===== config.mk =====
export PLATFORM = sky130hd
export DESIGN_NAME = tck_burst_scheduler
export DESIGN_NICKNAME = d
export VERILOG_FILES = /design/src/rtl/tck_burst_scheduler.sv
export SDC_FILE = /design/constraint.sdc
export NUM_CORES = 1
export LEC_CHECK = 0
export BUFFER_PORTS_ARGS = -buffer_cell sky130_fd_sc_hd__buf_2
export CORE_UTILIZATION = 50
export CTS_BUF_LIST = sky130_fd_sc_hd__clkbuf_16
export DETAILED_ROUTE_END_ITERATION = 10
export GPL_ROUTABILITY_DRIVEN = 0
export PLACE_DENSITY = 0.78
export SYNTH_ARGS = -nofsm -noshare
export SYNTH_HDL_FRONTEND = slang
export SYNTH_SLANG_ARGS = --single-unit

===== constraint.sdc =====
create_clock -name clk_in -period 2.89 [get_ports clk_in]
set_clock_uncertainty 0.1 [all_clocks]
set_input_delay 0.578 -clock clk_in [delete_from_list [all_inputs] [get_ports clk_in]]
set_output_delay 0.578 -clock clk_in [all_outputs]
set_load 0.1 [all_outputs]

===== src/rtl/tck_burst_scheduler.sv =====
// tck_burst_scheduler: issues bursts of an exact number of TCK cycles at a rate set by 'scale'.
// Each TCK phase lasts 256-scale clk_in cycles. Supports free-run and single-step bursts, and
// halt. The tck output and both strobes are registered. 'done' is a one-cycle pulse, raised the
// cycle after the burst's last event.
// Optional build macro: TCK_HEARTBEAT_EN adds a free-running heartbeat square wave.
module tck_burst_scheduler #(
    parameter int CNT_W  = 16,
    parameter int HB_DIV = 2500000
) (
    input  logic             clk_in,
    input  logic             reset,
    input  logic [7:0]       scale,
    input  logic [CNT_W-1:0] cycle_count,
    input  logic             step_mode,
    input  logic             start,
    input  logic             step_req,
    input  logic             halt,
    output logic             tck,
    output logic             tck_rise_stb,
    output logic             tck_fall_stb,
    output logic             busy,
    output logic             done,
    output logic             halted,
    output logic [CNT_W-1:0] cycles_left,
    output logic             heartbeat
);

    typedef enum logic [1:0] {StIdle, StRun, StStepWait, StDone} state_e;

    state_e           state_q, state_d;
    logic [7:0]       presc_q, presc_d;
    logic [7:0]       scale_q, scale_d;
    logic             step_lat_q, step_lat_d;
    logic             tck_q, tck_d;
    logic             rise_q, rise_d;
    logic             fall_q, fall_d;
    logic             busy_q, busy_d;
    logic             done_q, done_d;
    logic             halted_q, halted_d;
    logic             halt_pend_q, halt_pend_d;
    logic [CNT_W-1:0] cl_q, cl_d;
    logic             halt_eff;

    // A halt pulse is remembered until the burst can honour it.
    assign halt_eff = halt | halt_pend_q;

    // Next-state and registered-output logic for the burst sequencer.
    always_comb begin
        state_d     = state_q;
        presc_d     = presc_q;
        scale_d     = scale_q;
        step_lat_d  = step_lat_q;
        tck_d       = tck_q;
        rise_d      = 1'b0;
        fall_d      = 1'b0;
        busy_d      = busy_q;
        done_d      = 1'b0;
        halted_d    = halted_q;
        halt_pend_d = halt_pend_q;
        cl_d        = cl_q;

        unique case (state_q)
            StIdle: begin
                halt_pend_d = 1'b0;
                if (start) begin
                    scale_d    = scale;
                    step_lat_d = step_mode;
                    cl_d       = cycle_count;
                    presc_d    = scale;
                    halted_d   = 1'b0;
                    busy_d     = 1'b1;
                    state_d    = (cycle_count == '0) ? StDone : StRun;
                end
            end
            StRun: begin
                if (!tck_q) begin
                    // Low phase: halt is served at once, with no further strobes.
                    if (halt_eff) begin
                        state_d     = StDone;
                        halted_d    = 1'b1;
                        halt_pend_d = 1'b0;
                    end else if (presc_q == 8'hFF) begin
                        presc_d = scale_q;
                        tck_d   = 1'b1;
                        rise_d  = 1'b1;
                    end else begin
                        presc_d = presc_q + 8'd1;
                    end
                end else begin
                    // High phase always runs to its falling edge.
                    halt_pend_d = halt_eff;
                    if (presc_q == 8'hFF) begin
                        presc_d = scale_q;
                        tck_d   = 1'b0;
                        fall_d  = 1'b1;
                        cl_d    = cl_q - CNT_W'(1);
                        if (cl_q == CNT_W'(1)) begin
                            // Natural completion beats a coincident halt.
                            state_d     = StDone;
                            halt_pend_d = 1'b0;
                        end else if (halt_eff) begin
                            state_d     = StDone;
                            halted_d    = 1'b1;
                            halt_pend_d = 1'b0;
                        end else if (step_lat_q) begin
                            state_d = StStepWait;
                        end
                    end else begin
                        presc_d = presc_q + 8'd1;
                    end
                end
            end
            StStepWait: begin
                if (halt_eff) begin
                    state_d     = StDone;
                    halted_d    = 1'b1;
                    halt_pend_d = 1'b0;
                end else if (step_req) begin
                    presc_d = scale_q;
                    state_d = StRun;
                end
            end
            StDone: begin
                halt_pend_d = 1'b0;
                done_d      = 1'b1;
                busy_d      = 1'b0;
                state_d     = StIdle;
            end
            default: state_d = StIdle;
        endcase
    end

    // State register with synchronous active-low reset.
    always_ff @(posedge clk_in) begin
        if (!reset) begin
            state_q     <= StIdle;
            presc_q     <= 8'd0;
            scale_q     <= 8'd0;
            step_lat_q  <= 1'b0;
            tck_q       <= 1'b0;
            rise_q      <= 1'b0;
            fall_q      <= 1'b0;
            busy_q      <= 1'b0;
            done_q      <= 1'b0;
            halted_q    <= 1'b0;
            halt_pend_q <= 1'b0;
            cl_q        <= '0;
        end else begin
            state_q     <= state_d;
            presc_q     <= presc_d;
            scale_q     <= scale_d;
            step_lat_q  <= step_lat_d;
            tck_q       <= tck_d;
            rise_q      <= rise_d;
            fall_q      <= fall_d;
            busy_q      <= busy_d;
            done_q      <= done_d;
            halted_q    <= halted_d;
            halt_pend_q <= halt_pend_d;
            cl_q        <= cl_d;
        end
    end

    assign tck          = tck_q;
    assign tck_rise_stb = rise_q;
    assign tck_fall_stb = fall_q;
    assign busy         = busy_q;
    assign done         = done_q;
    assign halted       = halted_q;
    assign cycles_left  = cl_q;

`ifdef TCK_HEARTBEAT_EN
    logic [31:0] hb_cnt_q, hb_cnt_d;
    logic        hb_q, hb_d;

    // Heartbeat divider: toggle once every HB_DIV+1 cycles.
    always_comb begin
        hb_cnt_d = hb_cnt_q + 32'd1;
        hb_d     = hb_q;
        if (hb_cnt_q == 32'(HB_DIV)) begin
            hb_cnt_d = 32'd0;
            hb_d     = ~hb_q;
        end
    end

    // Heartbeat register, independent of burst activity.
    always_ff @(posedge clk_in) begin
        if (!reset) begin
            hb_cnt_q <= 32'd0;
            hb_q     <= 1'b0;
        end else begin
            hb_cnt_q <= hb_cnt_d;
            hb_q     <= hb_d;
        end
    end

    assign heartbeat = hb_q;
`else
    // Held low for every legal (non-negative) HB_DIV.
    assign heartbeat = (HB_DIV < 0);
`endif

endmodule


; Word-level counts from Yosys, hierarchy flattened
; Cells that the tools add are included.
[op_classes]
n_addsub = 2
mul = 0
div_mod_pow = 0
order_cmp = 0
eq_ne = 16
shifts = 0
muxes = 39
bitwise = 3
reduce_logical = 14
[op_table]
columns = op, count
row1 = 16-bit two-way mux, 3
row2 = 8-bit two-way mux, 6
row3 = 16-bit one-hot mux with 2 select lines, 1
row4 = 8-bit one-hot mux with 3 select lines, 1
row5 = 2-bit two-way mux, 10
row6 = 16-bit by 1-bit equality test with 1-bit output (second input constant), 1
row7 = 16-bit logical NOT, 1
row8 = 16-bit by 1-bit subtractor with 16-bit output (second input constant), 1
row9 = 3-bit != test (second input constant), 5
row10 = 1-bit two-way mux, 14
row11 = 2-bit != test (second input constant), 5
row12 = 5-bit AND reduction, 2
row13 = 8-bit by 1-bit adder with 8-bit output (second input constant), 1
row14 = 8-bit equality test (second input constant), 1
row15 = 2-bit one-hot mux with 4 select lines, 1
row16 = 4-bit AND reduction, 2
row17 = 1-bit one-hot mux with 3 select lines, 2
row18 = 5-bit != test (second input constant), 1
row19 = 2-bit equality test (second input constant), 2
row20 = 2-bit AND reduction, 2
row21 = 2-bit nonzero test, 2
row22 = 3-bit AND reduction, 1
row23 = 3-bit nonzero test, 1
row24 = 3-bit OR reduction, 1
row25 = 6 further kinds, 7
[totals]
reg_bits = 42
latchBits = 0
ram_bits = 0
rom_bits = 0
input_bits = 30
output_inout_bits = 23
elab_cells = 86
n_memories = 0

; Longest topological paths before layout
; Gate-level depths: netlist of the first run.
[depth]
ltp_word = 6
mapped_depth = 9
ltp_nobuf = 7

; Worst setup path after synthesis of the first run
; Ideal clock, no wire load.
[synth_timing]
path_type = flip-flop to flip-flop
start = register cl_q[2] (netlist: cycles_left[2])
end = register cl_q[9] (netlist: cycles_left[9])
setup_ns = 0.121
arrival_ns = 2.618
t_required_ns = 2.669
path_slack_ns = 0.051
stages_incl_launch_ff = 7
path_buffers = 1
synth_period_minus_slack_ns = 2.839
path_cell_list = dfxtp_1 -> or4_1 -> buf_2 -> or4_4 -> or3_1 -> o22a_1 -> o221a_1
[synth_via]
elab_chain_cells = 4
[synth_rtl]
columns = item, line
row1 = from (decl), 41  ; logic [CNT_W-1:0] cl_q, cl_d;
row2 = from (signal assigned), 160  ; cl_q <= cl_d;
row3 = 16-bit by 1-bit subtractor with 16-bit output, 96  ; cl_d = cl_q - CNT_W'(1);
row4 = 16-bit two-way mux, 92  ; if (presc_q == 8'hFF) begin
row5 = 16-bit two-way mux, 76  ; if (!tck_q) begin
row6 = 16-bit one-hot mux with 2 select lines, 62  ; unique case (state_q)
; No other way between the ends. The select of a mux whose other input is x is not followed.
; A chain may end at the register's enable or synchronous reset.

; Worst setup path after layout of the first run
; Ends and elaborated chain as after synthesis.

==> results of run 1 <==
## Yosys cell counts (2+ instances only)
cell type  count  area [um^2]
nand2_1       50        187.7
dfxtp_1       42        840.8
nor2_1        35        131.4
a21oi_1       31        155.2
clkbuf_1      18        67.56
o21ai_0       14        70.07
nor4_1        11        68.82
inv_1          9        33.78
nand3_1        9        45.04
nor3_1         8        40.04
a211oi_1       7        52.55
and2_1         7        43.79
ha_1           7        87.58
nand4_1        6        37.54
a41oi_1        5        43.79
nor2b_1        5        31.28
mux2i_1        4        40.04
a221oi_1       3        26.28
a311o_1        3        30.03
and3_1         3        18.77
nand2b_1       3        18.77
o21a_1         3        22.52
o221a_2        3        33.78
o221ai_1       3        26.28
or4_1          3        22.52
xor2_1         3        26.28
a21boi_0       2        15.01
a31o_2         2        17.52
a31oi_1        2        12.51
a32oi_1        2        17.52
and4_1         2        17.52
o2111a_1       2        22.52
o211ai_1       2        15.01
o21ai_1        2        10.01
o31ai_1        2        15.01
o32ai_1        2        17.52
or3_1          2        12.51
xnor2_1        2        17.52
## path summary, 6_finish.rpt
check / from / end / slack, ns / depth (start not counted)
worst max-delay path: cycles_left[2]$_SDFFE_PN0P_ / cycles_left[9]$_SDFFE_PN0P_ / 0.42 / 5
worst min-delay path: scale_q[0]$_SDFFE_PN0P_ / scale_q[0]$_SDFFE_PN0P_ / 0.35 / 2
worst max register to register: cycles_left[2]$_SDFFE_PN0P_ / cycles_left[9]$_SDFFE_PN0P_ / 0.42 / 5
worst min register to register: scale_q[0]$_SDFFE_PN0P_ / scale_q[0]$_SDFFE_PN0P_ / 0.35 / 2
## stage by stage
stage               std cells  area [um^2]  setup slack (ns)  power, uW
finish                    448         3010            0.4202       4176
global route              448         3010            0.2918       4436
CTS                       448         3010            0.4230       4147
detailed placement        440         2844            0.4294       3506
global placement          440         2844            0.4858       3476
floorplan                 337         2544           0.05127       3005
## logic make-up (layout without fill, tap and decap cells)
group | after synthesis | after routing
compound gates | 98 | 98
xor+xnor | 5 | 5
other cells | 1 | 1
buf+inv | 30 | 74
mux | 5 | 5
simple gates | 149 | 149
flops | 42 | 42
fa+ha+maj | 7 | 7
## flip-flops by register name, summed over array words and instances (netlist names)
signal / flops
halted: 1
tck_rise_stb: 1
busy: 1
halt_pend_q: 1
step_lat_q: 1
tck_fall_stb: 1
scale_q: 8
tck: 1
presc_q: 8
state_q: 2
cycles_left: 16
done: 1
## cell type report
cell class                      count  area (um^2)
Clock buffer                        5        125.1
Clock inverter                      3        41.29
Fill cell                         433         1807
Inverter                            9        33.78
Multi-Input combinational cell    265         1585
Sequential cell                    42        840.8
Tap cell                           67        83.83
Timing Repair Buffer               57        300.3
## power by group
group          internal (uW)  leakage, uW  total [uW]  switching, uW
logic                    747     0.000761        2530           1790
registers                768     0.000345        1010            237
clock network            404    0.0000812         637            233
## routing by layer
| metal | GRT usage | wire, um |
|---|---|---|
| met2 | 0.4167 | 3147 |
| met1 | 0.3711 | 3154 |
| met5 | 0 | 0 |
| met4 | 0.06624 | 36 |
| met3 | 0.05761 | 479 |
## critical path, cell delays in order (launching register included)
cell,delay [ns]
dfxtp_1,0.37
or4_1,0.63
or4_4,0.49
or3_1,0.35
o22a_1,0.19
o221a_1,0.23
==> results.md, run 1 <==
- Core Area: 0.004817 mm^2
- Yosys warnings: 0
- Total Wirelength: 6817 um
- Die W: 73.33 um
- Antenna Cells: 0
- Final TNS setup: 0 ns
- Detail Route Antenna Nets: 0
- CP Capture Type: flop
- Area growth, synth to finish: 18.35%
- Number of global-route vias before repair: 2274
- Final Hold Slack: 0.3503 ns
- Clock-pin transition on the worst setup and hold timing paths: 0.06 ns
- Vias: 2630
- Tcrit/Tclk final: 0.8546
- Mapped Nets: 374
- Seq/Total Area, Yosys: 0.3305
- Antenna violations before repair: 0
- Share of layout cells above drive strength 1: 0.1916
- Critical Path RT: 2.97 ns
- Fin. Hold Viols: 0
- Crit path launch type: flop
- Number of synthesized flops with an enable pin: 0
- Worst-skew pair later-pin latency: 0.29 ns
- Remaining DRCs: 0
- Setup Viol. Count Final: 0
- Synth Area in XOR/XNOR: 0.01722
- Clock Path Buffers: 2
- Largest family of logic cells by synthesized area: simple AND/OR/NAND/NOR gates
- Critical Path AT: 2.55 ns
- Cts hold-fix bufs: 0
- Most frequent cells in the layout: buf_2 (51), nand2_1 (50), dfxtp_1 (42)
- Crit Path Class: reg -> reg
- DRT iter0 DRCs: 221
- Hold crit path type: reg -> reg
- Synthesized netlist cell count: 337
- CTS tree: built
- Leading cell type in the layout, fill and taps excluded: buf_2
- HPWL Detailed: 4862 um
- 1st-pass router iterations: 4
- Asr flop ratio synth: 0
- Number of I/O port buffers: 51
- Post-synthesis simple-gate area fraction: 0.2823
- Die span in y: 73.33 um
- Synth Register Bits: 42
- Die Footprint: 0.005377 mm^2
- Syn Area/Cell: 7.548 um^2
- Tmin final: 2.470 ns
- Leakage: 0.001187 uW
- Peak supply drop: 0.6696 mV
- Clock sinks: 42
- Slew Limit Fails: 0
- H-tree Lvls: 2
- Num CTS Buffers: 5
- Synth cell types: 56
- Grt ovf: 0
- Crit Path Max Fanout: 9
- Cts repair resizes: 0
- Number of I/O pins: 53
- Mux contribution to synthesized area: 0.02017
- First-pass GRT wire length: 11020 um
- Cell Area, Synth: 0.002544 mm^2
- Max_cap viols: 0
- RSZ-0062 raised after global routing: no
- Root buffer cell: clkbuf_16
- Post-layout net count: 417
- Rel. slew slack: 0.5033
- Fmax: 404.9 MHz
- Largest net degree at the start of global routing: 32
- DR vias/cell: 5.871
- Final core utilization: 0.6249
- Drt wl/cell: 15.22 um
- Synth Flop Type: dfxtp_1
- Post-CTS setup buffer count: 0
- GRT Total Usage: 0.2655
- Run status: finished clean
- Post-Synth Adder-Cell Area: 0.03443
- Initial Utilization: 0.5281
- Post-synthesis compound-gate area fraction: 0.2676
- Worst slew pin tran: 0.7383 ns
- Std-Cell Rows: 25
- Power density over the cells: 1387 mW/mm^2
(Power assumes the default switching activity.)
==> inputs of run 2 (changes only) <==
Clock period 2.89 ns to 2.7 ns, I/O delays scaled along.
==> run 2 against run 1 <==
  * Total power grew 5.2%
  * First-iteration DRC count increased by 70%
  * Die area is the same
  * Design area hardly changed
  * Largest cell class unchanged
==> results.md, run 2 (same netlist as run 1, synthesis figures left out) <==
- Reg2reg path depth: 5 (unchanged)
- Die Footprint: 0.005377 mm^2 (unchanged)
- Critical Path Source: cycles_left[6]$_SDFFE_PN0P_ (was cycles_left[2]$_SDFFE_PN0P_)
- Critical Path AT: 2.55 ns (about the same)
- DRT iter0 DRCs: 375 (was 221)
- Cell area after layout: 0.003009 mm^2 (was 0.003010 mm^2)
- Total Wirelength: 7128 um (was 6817 um)
- H-tree Lvls: 2 (unchanged)
- Fin. Hold Viols: 0 (unchanged)
- Final Hold Slack: 0.3503 ns (about the same)
- RSZ-0062 raised after global routing: no (unchanged)
- Clock Path Buffers: 2 (unchanged)
- Initial Utilization: 0.5281 (unchanged)
- Rel. slew slack: 0.2148 (was 0.5033)
- Tmin final: 2.476 ns (was 2.470 ns)
- Vias: 2764 (was 2630)
- Largest net degree at the start of global routing: 48 (was 32)
- Core Area: 0.004817 mm^2 (unchanged)
- Root buffer cell: clkbuf_16 (unchanged)
- Clock-pin transition on the worst setup and hold timing paths: 0.06 ns (about the same)
- Crit Path Class: reg -> reg (unchanged)
- HPWL Detailed: 4991 um (was 4862 um)
- Cts repair resizes: 0 (unchanged)
- Share of layout cells above drive strength 1: 0.2057 (was 0.1916)
- Dpl cell area: 0.002872 mm^2 (was 0.002844 mm^2)
- Number of I/O pins: 53 (unchanged)
- First-pass GRT wire length: 11670 um (was 11020 um)
- DR vias/cell: 6.129 (was 5.871)
- Reg2Reg Setup Slack: 0.22 ns (was 0.42 ns)
- Drt wl/cell: 15.80 um (was 15.22 um)
- 1st-pass router iterations: 5 (was 4)
- Fmax: 403.9 MHz (was 404.9 MHz)
- Filler instances: 466 (was 433)
- Max reg flops: 16 (unchanged)
- Die W: 73.33 um (unchanged)
- Worst slew pin tran: 1.170 ns (was 0.7383 ns)
- Std-Cell Rows: 25 (unchanged)
- Number of I/O port buffers: 51 (unchanged)
- Grt ovf: 0 (unchanged)
- Cts hold-fix bufs: 0 (unchanged)
- Worst-skew pair later-pin latency: 0.29 ns (about the same)
- Reg-to-Reg End: halted$_SDFFE_PN0P_ (was cycles_left[9]$_SDFFE_PN0P_)
- Antenna violations before repair: 0 (unchanged)
- Crit Path Max Fanout: 7 (was 9)
- Hold crit path type: reg -> reg (unchanged)
- Num CTS Buffers: 5 (unchanged)
- Crit path capture: halted$_SDFFE_PN0P_ (was cycles_left[9]$_SDFFE_PN0P_)
- Worst R2R Start: cycles_left[6]$_SDFFE_PN0P_ (was cycles_left[2]$_SDFFE_PN0P_)
- Most frequent cells in the layout: buf_2 (51), nand2_1 (50), dfxtp_1 (38) (was buf_2 (51), nand2_1 (50), dfxtp_1 (42))
- Crit path launch type: flop (unchanged)
- CP Capture Type: flop (unchanged)
- Power density over the cells: 1461 mW/mm^2 (was 1387 mW/mm^2)
- Leakage: 0.001195 uW (was 0.001187 uW)
- Max_cap viols: 0 (unchanged)
- Area growth, synth to finish: 18.30% (was 18.35%)
- CTS tree: built (unchanged)
- Post-CTS setup buffer count: 0 (unchanged)
- Remaining DRCs: 0 (unchanged)
- Leading cell type in the layout, fill and taps excluded: buf_2 (unchanged)
- Tcrit/Tclk final: 0.9169 (was 0.8546)
- Peak supply drop: 0.5669 mV (was 0.6696 mV)
- Detail Route Antenna Nets: 0 (unchanged)
- Setup Viol. Count Final: 0 (unchanged)
- Antenna Cells: 0 (unchanged)
- Die span in y: 73.33 um (unchanged)
- Critical Path RT: 2.78 ns (was 2.97 ns)
- Number of global-route vias before repair: 2418 (was 2274)
- Run status: finished clean (unchanged)
- Post-layout net count: 420 (was 417)
- Final core utilization: 0.6247 (was 0.6249)
- GRT Total Usage: 0.2832 (was 0.2655)
- Final TNS setup: 0 ns (unchanged)
- Slew Limit Fails: 0 (unchanged)
- Clock sinks: 42 (unchanged)
## run 2: layer usage
metal	part of all wire	vias up	global-route usage
met1	0.44	1268	0.3864
met5	0	-	0
met2	0.46	138	0.4414
li1	-	1344	-
met4	0.023	0	0.1132
met3	0.081	14	0.05350
## run 2: cell type report
type	instances	area [um^2]	area share
tap	67	83.83	0.02786
multi-input combinational	265	1585	0.5268
timing repair buffer	60	322.8	0.1073
clock buffer	5	125.1	0.04158
inverter	9	33.78	0.01123
sequential	42	845.8	0.2811
clock inverter	3	12.51	0.004158
## run 2: stage by stage
step | setup WS [ns] | instances | total power, uW
2_1_floorplan | 0.08779 | 337 | 3221
3_3_place_gp | 0.3198 | 443 | 3743
3_5_place_dp | 0.2482 | 443 | 3774
4_1_cts | 0.2476 | 451 | 4364
5_1_grt | 0.1362 | 451 | 4674
6_report | 0.2243 | 451 | 4395
## run 2: worst min path at each step
| stage | cells after the start | start | end | slack [ns] |
|---|---|---|---|---|
| 3_5_place_dp | 2 | scale_q[0]$_SDFFE_PN0P_ | scale_q[0]$_SDFFE_PN0P_ | 0.35 |
| 3_3_place_gp | 2 | scale_q[3]$_SDFFE_PN0P_ | scale_q[3]$_SDFFE_PN0P_ | 0.34 |
| 2_1_floorplan | 2 | scale_q[0]$_SDFFE_PN0P_ | scale_q[0]$_SDFFE_PN0P_ | 0.33 |
| 4_1_cts | 2 | scale_q[0]$_SDFFE_PN0P_ | scale_q[0]$_SDFFE_PN0P_ | 0.36 |
| 6_report | 2 | scale_q[0]$_SDFFE_PN0P_ | scale_q[0]$_SDFFE_PN0P_ | 0.35 |
| 5_1_grt | 2 | scale_q[0]$_SDFFE_PN0P_ | scale_q[0]$_SDFFE_PN0P_ | 0.38 |
## run 2: power by group
group | switching, uW | internal, uW | total [uW]
Combinational | 1940 | 805 | 2740
Clock | 239 | 334 | 573
Sequential | 255 | 827 | 1080
## run 2: worst max-delay path: stages, from the launching register on
cell,delay [ns]
dfxtp_2,0.34
or4_1,0.65
or4b_2,0.71
o21ai_1,0.20
a31oi_1,0.10
o221a_2,0.26
